[src/rtl/crack_pkg.sv]
// Shared types and helpers for the ARC4 key-search scheduler.
package crack_pkg;

    // Default candidate key width in bits.
    localparam int KEY_W_DEFAULT = 24;

    // Scheduler control states.
    typedef enum logic [1:0] {
        ST_IDLE  = 2'd0,
        ST_RUN   = 2'd1,
        ST_DRAIN = 2'd2,
        ST_FIN   = 2'd3
    } sched_state_t;

    // LSB position of lane `lane` inside the flattened lane_key bus.
    function automatic int lane_lsb(input int lane, input int key_w);
        return lane * key_w;
    endfunction

endpackage

[src/rtl/lane_pick.sv]
// Lowest-index free-lane encoder: one-hot grant plus a found flag.
module lane_pick #(
    parameter int N = 4
) (
    input  logic [N-1:0] free_i,
    output logic [N-1:0] grant_o,
    output logic         found_o
);

    logic found;

    // Scan from lane 0 upward; the first free lane takes the grant.
    always_comb begin
        grant_o = '0;
        found   = 1'b0;
        for (int i = 0; i < N; i++) begin
            if (free_i[i] && !found) begin
                grant_o[i] = 1'b1;
                found      = 1'b1;
            end
        end
        found_o = found;
    end

endmodule

[src/rtl/crack_sched.sv]
// Key-search scheduler: dispatches keys key_lo..key_hi in ascending order to
// NUM_LANES checker lanes and reports the lowest matching key.
//
// Handshakes: a search starts when en_i=1 in a cycle where rdy_o=1 (en_i is
// ignored otherwise). A lane is started by a one-cycle lane_en_o pulse only
// when its internal busy bit is clear and lane_rdy_i=1; lane_key_o for that
// lane is stable from the pulse until its lane_done_i. A lane_done_i pulse is
// accepted only for a busy lane; lane_match_i is qualified by it.
module crack_sched
    import crack_pkg::*;
#(
    parameter int KEY_W     = KEY_W_DEFAULT,
    parameter int NUM_LANES = 4
) (
    input  logic                       clk,
    input  logic                       rst,
    input  logic                       en_i,
    output logic                       rdy_o,
    input  logic [KEY_W-1:0]           key_lo_i,
    input  logic [KEY_W-1:0]           key_hi_i,
    input  logic                       abort_i,
    output logic [KEY_W-1:0]           key_o,
    output logic                       key_valid_o,
    output logic [KEY_W:0]             keys_tried_o,
    output logic [NUM_LANES-1:0]       lane_en_o,
    output logic [NUM_LANES*KEY_W-1:0] lane_key_o,
    input  logic [NUM_LANES-1:0]       lane_rdy_i,
    input  logic [NUM_LANES-1:0]       lane_done_i,
    input  logic [NUM_LANES-1:0]       lane_match_i,
    output sched_state_t               state_o
);

    localparam logic [KEY_W:0] ONE = (KEY_W+1)'(1);

    sched_state_t         state_q, state_d;
    logic [KEY_W:0]       next_key_q, next_key_d;   // one extra bit so all-ones terminates
    logic [KEY_W:0]       key_hi_q, key_hi_d;
    logic [KEY_W-1:0]     key_q, key_d;
    logic                 key_valid_q, key_valid_d;
    logic [KEY_W:0]       tried_q, tried_d;
    logic [NUM_LANES-1:0] busy_q, busy_d;
    logic [KEY_W-1:0]     lane_key_q [NUM_LANES];
    logic [KEY_W-1:0]     lane_key_d [NUM_LANES];

    logic [NUM_LANES-1:0] free, grant, done_acc, dispatch_vec;
    logic                 found, dispatch, best_found;
    logic [KEY_W-1:0]     best_key;
    logic [KEY_W:0]       done_cnt;

    assign free = ~busy_q & lane_rdy_i;

    lane_pick #(.N(NUM_LANES)) u_lane_pick (
        .free_i  (free),
        .grant_o (grant),
        .found_o (found)
    );

    // Accepted completions: count them and take the lowest matching key among them.
    always_comb begin
        done_acc   = lane_done_i & busy_q;
        done_cnt   = '0;
        best_found = 1'b0;
        best_key   = '0;
        for (int i = 0; i < NUM_LANES; i++) begin
            if (done_acc[i]) begin
                done_cnt = done_cnt + ONE;
                if (lane_match_i[i] && (!best_found || lane_key_q[i] < best_key)) begin
                    best_found = 1'b1;
                    best_key   = lane_key_q[i];
                end
            end
        end
    end

    // Dispatch stops as soon as the range is exhausted, a match lands, or abort is seen.
    always_comb begin
        dispatch     = (state_q == ST_RUN) && found && !abort_i && !best_found &&
                       (next_key_q <= key_hi_q);
        dispatch_vec = dispatch ? grant : '0;
    end

    // Next-state and datapath updates for the search FSM.
    always_comb begin
        state_d     = state_q;
        next_key_d  = next_key_q;
        key_hi_d    = key_hi_q;
        key_d       = key_q;
        key_valid_d = key_valid_q;
        tried_d     = tried_q;
        busy_d      = busy_q;
        lane_key_d  = lane_key_q;

        if (state_q == ST_RUN || state_q == ST_DRAIN) begin
            busy_d  = (busy_q & ~done_acc) | dispatch_vec;
            tried_d = tried_q + done_cnt;
            if (best_found && (!key_valid_q || best_key < key_q)) begin
                key_d       = best_key;
                key_valid_d = 1'b1;
            end
            if (dispatch) begin
                next_key_d = next_key_q + ONE;
                for (int i = 0; i < NUM_LANES; i++) begin
                    if (dispatch_vec[i]) begin
                        lane_key_d[i] = next_key_q[KEY_W-1:0];
                    end
                end
            end
        end

        case (state_q)
            ST_IDLE: begin
                if (en_i) begin
                    key_hi_d    = {1'b0, key_hi_i};
                    next_key_d  = {1'b0, key_lo_i};
                    tried_d     = '0;
                    key_valid_d = 1'b0;
                    key_d       = '0;
                    state_d     = (key_lo_i > key_hi_i) ? ST_FIN : ST_RUN;
                end
            end
            ST_RUN: begin
                if (next_key_d > key_hi_q || best_found || abort_i) begin
                    state_d = (busy_d == '0) ? ST_FIN : ST_DRAIN;
                end
            end
            ST_DRAIN: begin
                if (busy_d == '0) begin
                    state_d = ST_FIN;
                end
            end
            ST_FIN: begin
                state_d = ST_IDLE;
            end
            default: begin
                state_d = ST_IDLE;
            end
        endcase
    end

    // State and datapath registers.
    always_ff @(posedge clk or posedge rst) begin
        if (rst) begin
            state_q     <= ST_IDLE;
            next_key_q  <= '0;
            key_hi_q    <= '0;
            key_q       <= '0;
            key_valid_q <= 1'b0;
            tried_q     <= '0;
            busy_q      <= '0;
            for (int i = 0; i < NUM_LANES; i++) begin
                lane_key_q[i] <= '0;
            end
        end else begin
            state_q     <= state_d;
            next_key_q  <= next_key_d;
            key_hi_q    <= key_hi_d;
            key_q       <= key_d;
            key_valid_q <= key_valid_d;
            tried_q     <= tried_d;
            busy_q      <= busy_d;
            lane_key_q  <= lane_key_d;
        end
    end

    // The dispatching lane sees next_key directly; busy lanes see their held key.
    always_comb begin
        lane_key_o = '0;
        for (int i = 0; i < NUM_LANES; i++) begin
            lane_key_o[lane_lsb(i, KEY_W) +: KEY_W] =
                dispatch_vec[i] ? next_key_q[KEY_W-1:0] : lane_key_q[i];
        end
    end

    assign rdy_o        = (state_q == ST_IDLE);
    assign lane_en_o    = dispatch_vec;
    assign key_o        = key_q;
    assign key_valid_o  = key_valid_q;
    assign keys_tried_o = tried_q;
    assign state_o      = state_q;

endmodule

[config.mk]
export PLATFORM = sky130hd
export DESIGN_NAME = crack_sched
export DESIGN_NICKNAME = d
export VERILOG_FILES = /design/src/rtl/crack_pkg.sv /design/src/rtl/lane_pick.sv /design/src/rtl/crack_sched.sv
export SDC_FILE = /design/constraint.sdc
export NUM_CORES = 1
export LEC_CHECK = 0
export CAP_MARGIN = 25
export CORE_MARGIN = 2
export CORE_UTILIZATION = 56
export CTS_CLUSTER_DIAMETER = 150
export DETAILED_ROUTE_END_ITERATION = 6
export MAX_ROUTING_LAYER = met4
export PLACE_DENSITY = 0.82
export SLEW_MARGIN = 25
export SYNTH_ARGS = -nofsm -noshare
export SYNTH_HDL_FRONTEND = slang
export SYNTH_SLANG_ARGS = --single-unit
[constraint.sdc]
create_clock -name clk -period 10.65 [get_ports clk]
set_input_delay 3.195 -clock clk [delete_from_list [all_inputs] [get_ports clk]]
set_output_delay 3.195 -clock clk [all_outputs]
set_load 0.03 [all_outputs]
==> out/qor.csv <==
metric,value,unit
Power Total,5.65,mW
Final Cell Area,0.0214,mm^2
layout cell share with drive strength beyond 1,30.4,%
Worst-Margin Slew,1.08,ns
Max-slew headroom,26.1,%
Die H,168,um
Syn Inst Count,1603,
CTS sink cnt,201,
final core occ,80.2,%
Die Width,168,um
Overflow after GRT,0,
Core Footprint,0.0267,mm^2
RSZ-0062 raised after global routing,true,
post-cts hold buffer count,0,
Slew Limit Fails,0,
# IOs,217,
Logic pwr share,58.2,%
ys async rst share,100,%
"critical path fanouts, max",9,
Via Count,14354,
failing checks,negative setup slack,
Detailed Route Iter0 Violations,1240,
number of flops mapped to enable cells by yosys,0,
Die Area,0.0282,mm^2
GPL Wtd Cong,0.966,
fin worst setup slack,-1.13,ns
Yosys Warn Count,0,
"Net count, final",2213,
syn nets,1843,
number of I/O port buffers,216,
register area share after synthesis,33.4,%
power per cell area,264,mW/mm^2
initial antenna violation count,1,
vias in the first global route,13909,
hpwl dp,33.6,mm
Int Pwr,3.08,mW
Crit path arrival time,12.24,ns
final non-filler cell total,2332,
"commonest non-fill, non-tap cell in the layout",clkdlybuf4s50_1,
Longest Clk Path Bufs,3,
"Hold Vio Cnt, Final",0,
Remaining DRCs,0,
clk_skew,0.0136,ns
Detailed Routing Iterations Pass 1,5,
first-pass GRT wire length,72.8,mm
ys flop type,dfrtp_1,
setup_tns,-24.61,ns
Fin Hold WS,0.523,ns
crit end category,flip-flop,
placed instance count,2227,
Area Growth Syn to Fin,41.9,%
"commonest cells after routing, fill and taps aside","clkdlybuf4s50_1 (210), dfrtp_1 (201), mux2_2 (164)",
syn avg cell area,9.40,um^2
row cnt,60,
post-route minimum period,11.78,ns
synthesized cell area,0.0151,mm^2
worst-skew pair later-pin latency,0.53,ns
post-synthesis register bit count,201,
maxcap violations,0,
Critical Path RT,11.11,ns
kind of critical path,input pin to flip-flop,
Initial Util,56.5,%
Leak,9.93,nW
Routed Wire Length,51.8,mm
clock root cell,clkbuf_16,
Via-to-Cell Ratio,6.16,
dpl cell area,0.0187,mm^2
period utilization,111,%
total track usage,33.2,%
Clock Pin Slew Worst Setup and Hold Paths,0.07,ns
largest vdd supply drop,0.184,mV
largest net degree at the start of global routing,134,
Cell variety after synth,74,
outcome,"finished, violations left",
Clk pwr share,15.8,%
sw frac,45.5,%
Critical Path Source Type,input pin,
switching power,2.57,mW
max incr delay on CP,0.39,ns
CTS tree,done,
# fillers,1565,
H-Tree Depth,1,
register share of total power,26.1,%
DRT antenna net count,0,
worst slack at placement,-2.12,ns
hold crit path type,flip-flop to flip-flop,
FMAX,84.9,MHz
critical path's slowest cell,a211o_4,
Setup Viol. Count Final,24,
Routed WL per cell,22.2,um
CTS Buf Count,24,
## power groups by stage
stage               Sequential (mW)  Combinational (mW)  Clock (mW)
global route                   1.50                3.49       0.924
floorplan                      1.26                1.83           0
detailed placement             1.41                2.77           0
finish                         1.47                3.28       0.891
CTS                            1.41                2.97       0.893
global placement               1.40                2.69           0
## worst paths after layout
path | from | depth (start not counted) | slack, ns | end
setup / recovery | lane_match_i[0] | 48 | -1.13 | key_o[12]$_DFF_PP0_
hold / removal | key_hi_q[0]$_DFFE_PP0P_ | 2 | 0.52 | key_hi_q[0]$_DFFE_PP0P_
setup reg to reg | busy_q[0]$_DFF_PP0_ | 47 | 1.08 | key_o[12]$_DFF_PP0_
hold reg to reg | key_hi_q[0]$_DFFE_PP0P_ | 2 | 0.52 | key_hi_q[0]$_DFFE_PP0P_
max in group asynchronous | rst | 3 | 5.88 | key_o[3]$_DFF_PP0_
min in group asynchronous | rst | 2 | 3.25 | key_hi_q[19]$_DFFE_PP0P_
## sequential cells by signal (all words and copies together) (netlist names)
signal	cells
busy_q	4
keys_tried_o	25
next_key_q	25
lane_key_q	96
state_o	2
key_hi_q	24
key_o	24
key_valid_o	1
## final cells by class
class                      instances  area, um^2  share of cell area, %
multi-input combinational       1162       10400                   48.7
sequential                       201        5030                   23.5
timing repair buffer             417        4020                   18.8
clock buffer                      35         733                   3.43
inverter                         167         634                   2.97
tap                              341         427                   2.00
clock inverter                     8         124                  0.579
antenna                            1        2.50                 0.0117
## layer usage
layer	vias up	track usage [%]	wire [um]
met5	-	-	0
met4	0	12.3	2640
met3	211	3.69	3690
met2	742	55.8	25500
met1	6996	41.6	20000
li1	6405	-	-
## cell usage after synthesis, types with 12 or more instances
cell type	n	area (um^2)
dfrtp_1	201	5030
ha_1	175	2190
inv_1	165	619
mux2_2	164	1850
nand2_1	124	465
o21ai_0	104	521
nor2_1	80	300
a21oi_1	75	375
mux2i_1	52	521
nor2b_1	41	257
nand4_1	40	250
clkbuf_1	37	139
xor2_1	31	272
nand3_1	30	150
a31oi_1	28	175
mux2_1	26	293
a21o_1	24	180
buf_2	19	95.1
and3_1	18	113
nor3_1	17	85.1
xnor2_1	15	131
buf_1	14	52.6
o21a_1	12	90.1
## cell families (layout without fill, tap and decap cells)
group	count (synthesis)	in the layout	share of synthesized area, %
and+or+nand+nor	389	389	12.7
AOI/OAI and AO/OA	303	308	12.4
buffers and inverters	245	627	6.58
muxes	242	242	17.7
DFF	201	201	33.4
adders and majority gates	176	176	14.7
xor gates and xnor gates	46	46	2.67
other	1	2	0.0249
## worst max-delay path, delay by kind of cell
kind	cells	cell delay, ns
AND/OR/NAND/NOR	9	1.52
buffers and inverters	14	1.98
adder cells (fa/ha/maj)	4	1.17
multiplexers	2	0.44
AO/OA/AOI/OAI	19	3.88
## timing repair
| item | 4_1_cts | 5_1_grt |
|---|---|---|
| setup endpoints to repair | 24 | 24 |
| resized for setup | 53 | 191 |
| gates cloned | 6 | 6 |
| pin swaps | 18 | 45 |
| buffers inserted | 21 | 29 |
Power figures use the tool's default switching activity.
